$ cat config.mk
export PLATFORM = sky130hd
export DESIGN_NAME = lcd_sequencer
export DESIGN_NICKNAME = d
export VERILOG_FILES = /design/src/rtl/lcd_sequencer.sv
export SDC_FILE = /design/constraint.sdc
export NUM_CORES = 1
export LEC_CHECK = 0
export ABC_AREA = 1
export ABC_CLOCK_PERIOD_IN_PS = 1800
export CORE_MARGIN = 8
export CORE_UTILIZATION = 53
export DETAILED_ROUTE_END_ITERATION = 8
export PLACE_DENSITY = 0.7
export SYNTH_ARGS = -nofsm -noshare
export SYNTH_HDL_FRONTEND = slang
export SYNTH_SLANG_ARGS = --single-unit
$ cat constraint.sdc
create_clock -name clk -period 1.8 [get_ports clk]
set_input_delay 0.27 -clock clk [delete_from_list [all_inputs] [get_ports clk]]
set_output_delay 0.27 -clock clk [all_outputs]
set_load 0.02 [all_outputs]
$ cat src/rtl/lcd_sequencer.sv
// Character LCD sequencer: power-up wait, four-command init, then mirrors a
// 2x16 character buffer onto the display over the strobe/busy handshake.
module lcd_sequencer #(
  parameter int unsigned POWERUP_CYCLES = 750000,
  parameter int unsigned CNT_W          = 20
) (
  input  logic       clk,
  input  logic       rst,
  input  logic       i_wr_en,
  input  logic [4:0] i_wr_addr,
  input  logic [7:0] i_wr_char,
  input  logic       i_clear,
  input  logic       i_lcd_busy,
  output logic       o_lcd_strobe,
  output logic       o_lcd_cmd_sel,
  output logic [7:0] o_lcd_data,
  output logic       o_init_done,
  output logic       o_refresh_active
);

  localparam int unsigned DEPTH = 32;
  localparam logic [7:0]  BLANK = 8'h20;

  typedef enum logic [2:0] {
    S_PWRUP,
    S_INIT,
    S_WAIT,
    S_IDLE,
    S_ADDR,
    S_CHAR
  } state_t;

  state_t           r_state;
  logic [CNT_W-1:0] r_cnt;
  logic [1:0]       r_init_idx;
  logic             r_line;
  logic [3:0]       r_col;
  logic             r_wait_first;
  logic             r_dirty;
  logic [7:0]       r_buf [DEPTH];
  logic [7:0]       w_init_cmd;
  logic             w_host_wr;

  assign w_host_wr = i_wr_en | i_clear;

  // Init command ROM
  always_comb begin
    w_init_cmd = 8'h38;
    case (r_init_idx)
      2'd0:    w_init_cmd = 8'h38;
      2'd1:    w_init_cmd = 8'h0C;
      2'd2:    w_init_cmd = 8'h06;
      default: w_init_cmd = 8'h01;
    endcase
  end

  // Character buffer: clear first, so a same-cycle write overrides its cell
  always_ff @(posedge clk) begin
    if (rst) begin
      for (int i = 0; i < DEPTH; i++) r_buf[i] <= BLANK;
    end else begin
      if (i_clear) begin
        for (int i = 0; i < DEPTH; i++) r_buf[i] <= BLANK;
      end
      if (i_wr_en) r_buf[i_wr_addr] <= i_wr_char;
    end
  end

  always_ff @(posedge clk) begin
    if (rst) begin
      r_state          <= S_PWRUP;
      r_cnt            <= '0;
      r_init_idx       <= '0;
      r_line           <= 1'b0;
      r_col            <= '0;
      r_wait_first     <= 1'b0;
      r_dirty          <= 1'b1;
      o_lcd_strobe     <= 1'b0;
      o_lcd_cmd_sel    <= 1'b0;
      o_lcd_data       <= '0;
      o_init_done      <= 1'b0;
      o_refresh_active <= 1'b0;
    end else begin
      o_lcd_strobe <= 1'b0;
      case (r_state)
        S_PWRUP: begin
          if (r_cnt == CNT_W'(POWERUP_CYCLES - 1)) begin
            r_state    <= S_INIT;
            r_init_idx <= '0;
          end else begin
            r_cnt <= r_cnt + CNT_W'(1);
          end
        end
        S_INIT: begin
          if (!i_lcd_busy) begin
            o_lcd_strobe  <= 1'b1;
            o_lcd_cmd_sel <= 1'b1;
            o_lcd_data    <= w_init_cmd;
            r_wait_first  <= 1'b1;
            r_state       <= S_WAIT;
          end
        end
        S_WAIT: begin
          // Busy rises one cycle late, so the strobe cycle itself is skipped.
          // The held cmd_sel/init_done tell which step the transfer belonged to.
          if (r_wait_first) begin
            r_wait_first <= 1'b0;
          end else if (!i_lcd_busy) begin
            if (!o_init_done) begin
              if (r_init_idx == 2'd3) begin
                o_init_done <= 1'b1;
                r_state     <= S_IDLE;
              end else begin
                r_init_idx <= r_init_idx + 2'd1;
                r_state    <= S_INIT;
              end
            end else if (o_lcd_cmd_sel) begin
              r_col   <= '0;
              r_state <= S_CHAR;
            end else if (r_col == 4'd15) begin
              if (!r_line) begin
                r_line  <= 1'b1;
                r_state <= S_ADDR;
              end else begin
                o_refresh_active <= 1'b0;
                r_state          <= S_IDLE;
              end
            end else begin
              r_col   <= r_col + 4'd1;
              r_state <= S_CHAR;
            end
          end
        end
        S_IDLE: begin
          if (r_dirty) begin
            r_dirty          <= 1'b0;
            o_refresh_active <= 1'b1;
            r_line           <= 1'b0;
            r_state          <= S_ADDR;
          end
        end
        S_ADDR: begin
          if (!i_lcd_busy) begin
            o_lcd_strobe  <= 1'b1;
            o_lcd_cmd_sel <= 1'b1;
            o_lcd_data    <= r_line ? 8'hC0 : 8'h80;
            r_wait_first  <= 1'b1;
            r_state       <= S_WAIT;
          end
        end
        S_CHAR: begin
          if (!i_lcd_busy) begin
            o_lcd_strobe  <= 1'b1;
            o_lcd_cmd_sel <= 1'b0;
            o_lcd_data    <= r_buf[{r_line, r_col}];
            r_wait_first  <= 1'b1;
            r_state       <= S_WAIT;
          end
        end
        default: r_state <= S_PWRUP;
      endcase
      // Host writes win over the IDLE dirty clear
      if (w_host_wr) r_dirty <= 1'b1;
    end
  end

endmodule

# Yosys cells after proc, flatten, opt, wreduce, memory -nomap -nowiden
# Memories as Yosys holds them, arrays and structs flattened.
# Index checks and enable logic that the tools add are counted.
[classes]
n_addsub = 3
eq_ne = 26
mux = 87
bitwise = 37
reduce_logical = 21
[op_table]
columns = ["op", "count"]
rows = [
  ["$mux 8", 35],
  ["$or 1x1->1", 33],
  ["$ne 2x2->1 const B", 16],
  ["$mux 3", 9],
  ["$mux 1", 26],
  ["$pmux 8 s3", 1],
  ["$add 20x1->20 const B", 1],
  ["$eq 20x20->1 const B", 1],
  ["$pmux 6 s3", 1],
  ["$mux 2", 6],
  ["$pmux 3 s4", 1],
  ["$reduce_and 5->1", 2],
  ["$mux 4", 2],
  ["$pmux 1 s2", 4],
  ["$reduce_and 8->1", 1],
  ["$reduce_bool 2->1", 4],
  ["$mux 7", 1],
  ["$reduce_and 7->1", 1],
  ["$eq 3x2->1 const B", 2],
  ["$eq 3x3->1 const B", 2],
  ["$reduce_and 3->1", 2],
  ["$reduce_and 6->1", 1],
  ["$reduce_or 2->1", 3],
  ["$add 4x1->4 const B", 1],
  ["other kinds (13)", 18],
]
[word_totals]
register_bits = 44
ramBits = 256
inputBits = 18
out_inout_bits = 12
memories = 1
[memory_table]
columns = ["name", "depth", "width", "rd", "rd_clocked_by_memory_dff", "wr", "line", "rtl"]
rows = [
  ["r_buf", 32, 8, 1, 0, 33, "40", "logic [7:0] r_buf [DEPTH];"],
]

# Depth between registers and ports, before layout
# Gate-level depths: netlist of the first run.
[depth]
word_depth = 7
mapped_depth = 13
depth_no_buf = 11

# Worst setup path before layout of the first run
# Ideal clock, no wire load.
[synth_timing]
kind = "register -> register"
startpoint = "register r_cnt[0]"
endpoint = "register r_cnt[18]"
arrival_time_ps = 1483
required_ps = 1668
setup_slack_ps = 185
stages_incl_launch_ff = 12
period_less_slack_ps = 1615
cell_sequence = "dfxtp_1 > ha_1 > nand2_1 > nor2_2 > inv_1 > nor2_1 > nand4_1 > nand3_2 > inv_2 > buf_2 > nand2_1 > a21oi_1"
[synth_between]
elab_chain_len = 3
[synth_rtl]
columns = ["item", "line", "rtl"]
rows = [
  ["from (decl)", "34", "logic [CNT_W-1:0] r_cnt;"],
  ["from (signal assigned)", "91", "r_cnt <= r_cnt + CNT_W'(1);"],
  ["branches (longest 3 deep; another with $add 20x1->20)", "n/a", ""],
]
# Several ways; the timed one is not identified.
# A chain may end at the register's enable or synchronous reset.

# Final worst setup path of the first run
[layout_timing]
startpoint = "register r_col[1]"
endpoint = "register o_lcd_data[2]"
[layout_between]
elab_chain_len = 3
[layout_rtl]
columns = ["item", "line", "rtl"]
rows = [
  ["from (decl)", "37", "logic [3:0] r_col;"],
  ["from (signal assigned)", "129", "r_col <= r_col + 4'd1;"],
  ["$mem_v2 32x8", "n/a", ""],
  ["$mux 8", "152", "if (!i_lcd_busy) begin"],
  ["$pmux 8 s3", "85", "case (r_state)"],
  ["to (signal assigned)", "98", "o_lcd_data <= w_init_cmd;"],
  ["to (signal assigned)", "146", "o_lcd_data <= r_line ? 8'hC0 : 8'h80;"],
  ["to (signal assigned)", "155", "o_lcd_data <= r_buf[{r_line, r_col}];"],
  ["to (decl)", "16", "output logic [7:0] o_lcd_data,"],
]
# Every way passes these cells. The select of a mux whose other input is x is not followed.

==> results of run 1 <==
==> registers in the layout, summed over array words and instances (netlist names) <==
register	count
o_lcd_data	8
r_line	1
o_lcd_cmd_sel	1
o_init_done	1
r_cnt	20
r_state	3
r_init_idx	2
o_lcd_strobe	1
o_refresh_active	1
r_wait_first	1
r_dirty	1
r_buf	256
r_col	4
==> timing repair <==
action,in CTS,in global routing
hold endpoints to repair,0,0
gates resized for setup,12,123
gates cloned,0,10
endpoints found under the setup margin,11,48
buffers inserted,0,4
pin swaps,2,37
==> report_power, final <==
part | internal, mW | switching [mW] | total [mW]
clock | 3.89 | 2.69 | 6.58
sequential | 7.99 | 0.233 | 8.22
combinational | 0.719 | 1.44 | 2.16
==> layout by cell type (no fill, tap or decap), types with 27 or more instances in the layout <==
cell type,netlist,final
buf_12,0,28
clkbuf_16,0,40
nand2_1,190,185
nor2_1,451,441
nand3_2,1,27
o21ai_0,127,101
inv_1,91,91
o211ai_1,42,42
a21oi_1,40,34
nand3_1,88,60
buf_4,7,94
dfxtp_1,44,39
edfxtp_1,256,256
==> cell families after synthesis <==
group	synth area share
compound gates	0.0943
simple gates	0.223
buf+inv	0.0566
flops	0.611
xor+xnor	0.00750
fa+ha+maj	0.00714
==> stage by stage <==
step / cells / power [mW] / util / hold WS (ns) / TNS, ns
after global routing: 1982 / 17.5 / 0.666 / 0.340 / -0.248
after detailed placement: 1910 / 10.3 / 0.599 / 0.462 / -121.73
after CTS: 1968 / 16.8 / 0.639 / 0.315 / -0.0583
final: 1982 / 17.0 / 0.666 / 0.325 / -0.0748
after global placement: 1910 / 10.3 / 0.599 / 0.455 / -100.96
after floorplan: 1511 / 9.43 / - / 0.348 / 0
==> routing by layer <==
metal  track usage  up-vias
met1         0.303     5465
met5             0        -
met3        0.0381      116
met4        0.0889        0
li1              -     5341
met2         0.386      595
==> worst max-delay path, stage by stage (launching register included) <==
cell and delay, ns:
dfxtp_4 0.39, inv_4 0.12, buf_12 0.17, o21ai_0 0.10
o211ai_1 0.44, nand3_1 0.20, nand3_2 0.14, nand3_4 0.09
a21oi_2 0.13
==> how the worst min path moves through the flow <==
stage                              from       endpoint  slack [ns]  depth (start not counted)
after detailed placement  o_lcd_data[6]  o_lcd_data[6]        0.46                          2
after floorplan                     rst   r_wait_first        0.35                          1
final                           i_wr_en        r_dirty        0.32                          2
after global placement    o_lcd_data[6]  o_lcd_data[6]        0.46                          2
after global routing            i_wr_en        r_dirty        0.34                          2
after CTS                       i_wr_en        r_dirty        0.32                          2
==> layout make-up <==
type | instances | area, µm² | share of cell area
Multi-Input combinational cell | 1027 | 5010 | 0.290
Sequential cell | 300 | 8580 | 0.496
Timing Repair Buffer | 166 | 1850 | 0.107
Clock inverter | 20 | 214 | 0.0124
Inverter | 96 | 378 | 0.0218
Tap cell | 335 | 419 | 0.0242
Clock buffer | 38 | 842 | 0.0487
==> metrics, run 1 <==
final setup violation count 2; Die X 179 µm; Relative slew margins 0.615; dominant cells by area after synthesis edfxtp_1, nor2_1, dfxtp_1; core area 26,000 µm²; Final Hold Viols 0; ANT nets after route 0; Max VDD drop 0.812 mV; Routability Congestion 0.911; clock latency on the worst-skew pair 0.57 ns; Layout Nets 1,648; GRT Util Overall 0.233; antenna diode count 0; port buffer count 29; first-pass GRT wire length 57.7 mm; initial antenna violation count 0; Worst Hold Class primary input to register; Period minus WS final 1.87 ns; Worst-Margin Slew 0.577 ns; Primary FF master, synth edfxtp_1; skew final 0.0111 ns; clock root cell clkbuf_16; Yosys Warn Count 0; path depth of the worst reg2reg path 8; DR vias/cell 5.81; CTS clk-pin slew, worst paths 0.06 ns; synth unique cells 40; Clock Tree Buf Depth 3; CP startpoint r_col[1]; PwrDens 981 nW/µm²; Synth top area share 0.548; worst r2r dst o_lcd_data[2]; wire length on met2 18.5 mm; critical path arrival 2.37 ns; Initial Utilization 0.539; wire length on met1 15.6 mm; synthesized instance count 1,511; top-count cell post-synth nor2_1; leakage 6.67 nW; DR iter-0 viols 1,739; max cap viols 0; Final HPWL DP 24.2 mm; setup slack, reg-to-reg -0.07 ns; Max Fclk 536 MHz; clk sinks 300; site row count 59; failing checks negative setup slack; area of the mapped netlist 14,000 µm²; met3 WL 3.57 mm; CP Max Fanout 18; end of the critical path o_lcd_data[2]; share of cells above drive strength 1 0.164; WL final 39.3 mm; Die Y 179 µm; Top Layer Used met4; grt ovf 0; post-route clock period utilization 1.04; drc violations 0; wire per inst 19.8 µm; number of enable flip-flop cells after synthesis 256; P&R area growth vs syn 23.4%; Final Slew Violations 0; Startpoint Class register; Post-synth ARST share 0; Yosys top cell by area edfxtp_1; syn nets 1,537; placed inst area 15,600 µm²; CP required 2.30 ns; Fillers 2,017; largest net degree at the start of global routing 52; register bit total from synthesis 300; status complete, but fails checks; post-synthesis sequential area ratio 0.611; total CTS buffers 31; CTS tree yes; synth cell count leaders nor2_1, edfxtp_1, nand2_1; CTS H-Tree Depth 1; crit path kind register to register; IO Pins 30; R2R Path Start r_col[1]; total die area 31,900 µm²; Vias 11,500; vias in the first global route 10,600; Final WS setup -0.0650 ns; Synth Area per Inst 9.28 µm²; RSZ-0062 raised after global routing yes; DR pass1 iterations 5; post-route cell area 17,300 µm²; cts hold-fix bufs 0; crit end category register; Place WS -0.479 ns
Note: power is estimated with default switching activity, not from simulation.
==> run 2, diff against run 1 <==
Settings changed: CTS_CLUSTER_DIAMETER from default to 80.
==> results of run 2 <==
Same layout as run 1: the final DEF is identical, and so are final timing and power.
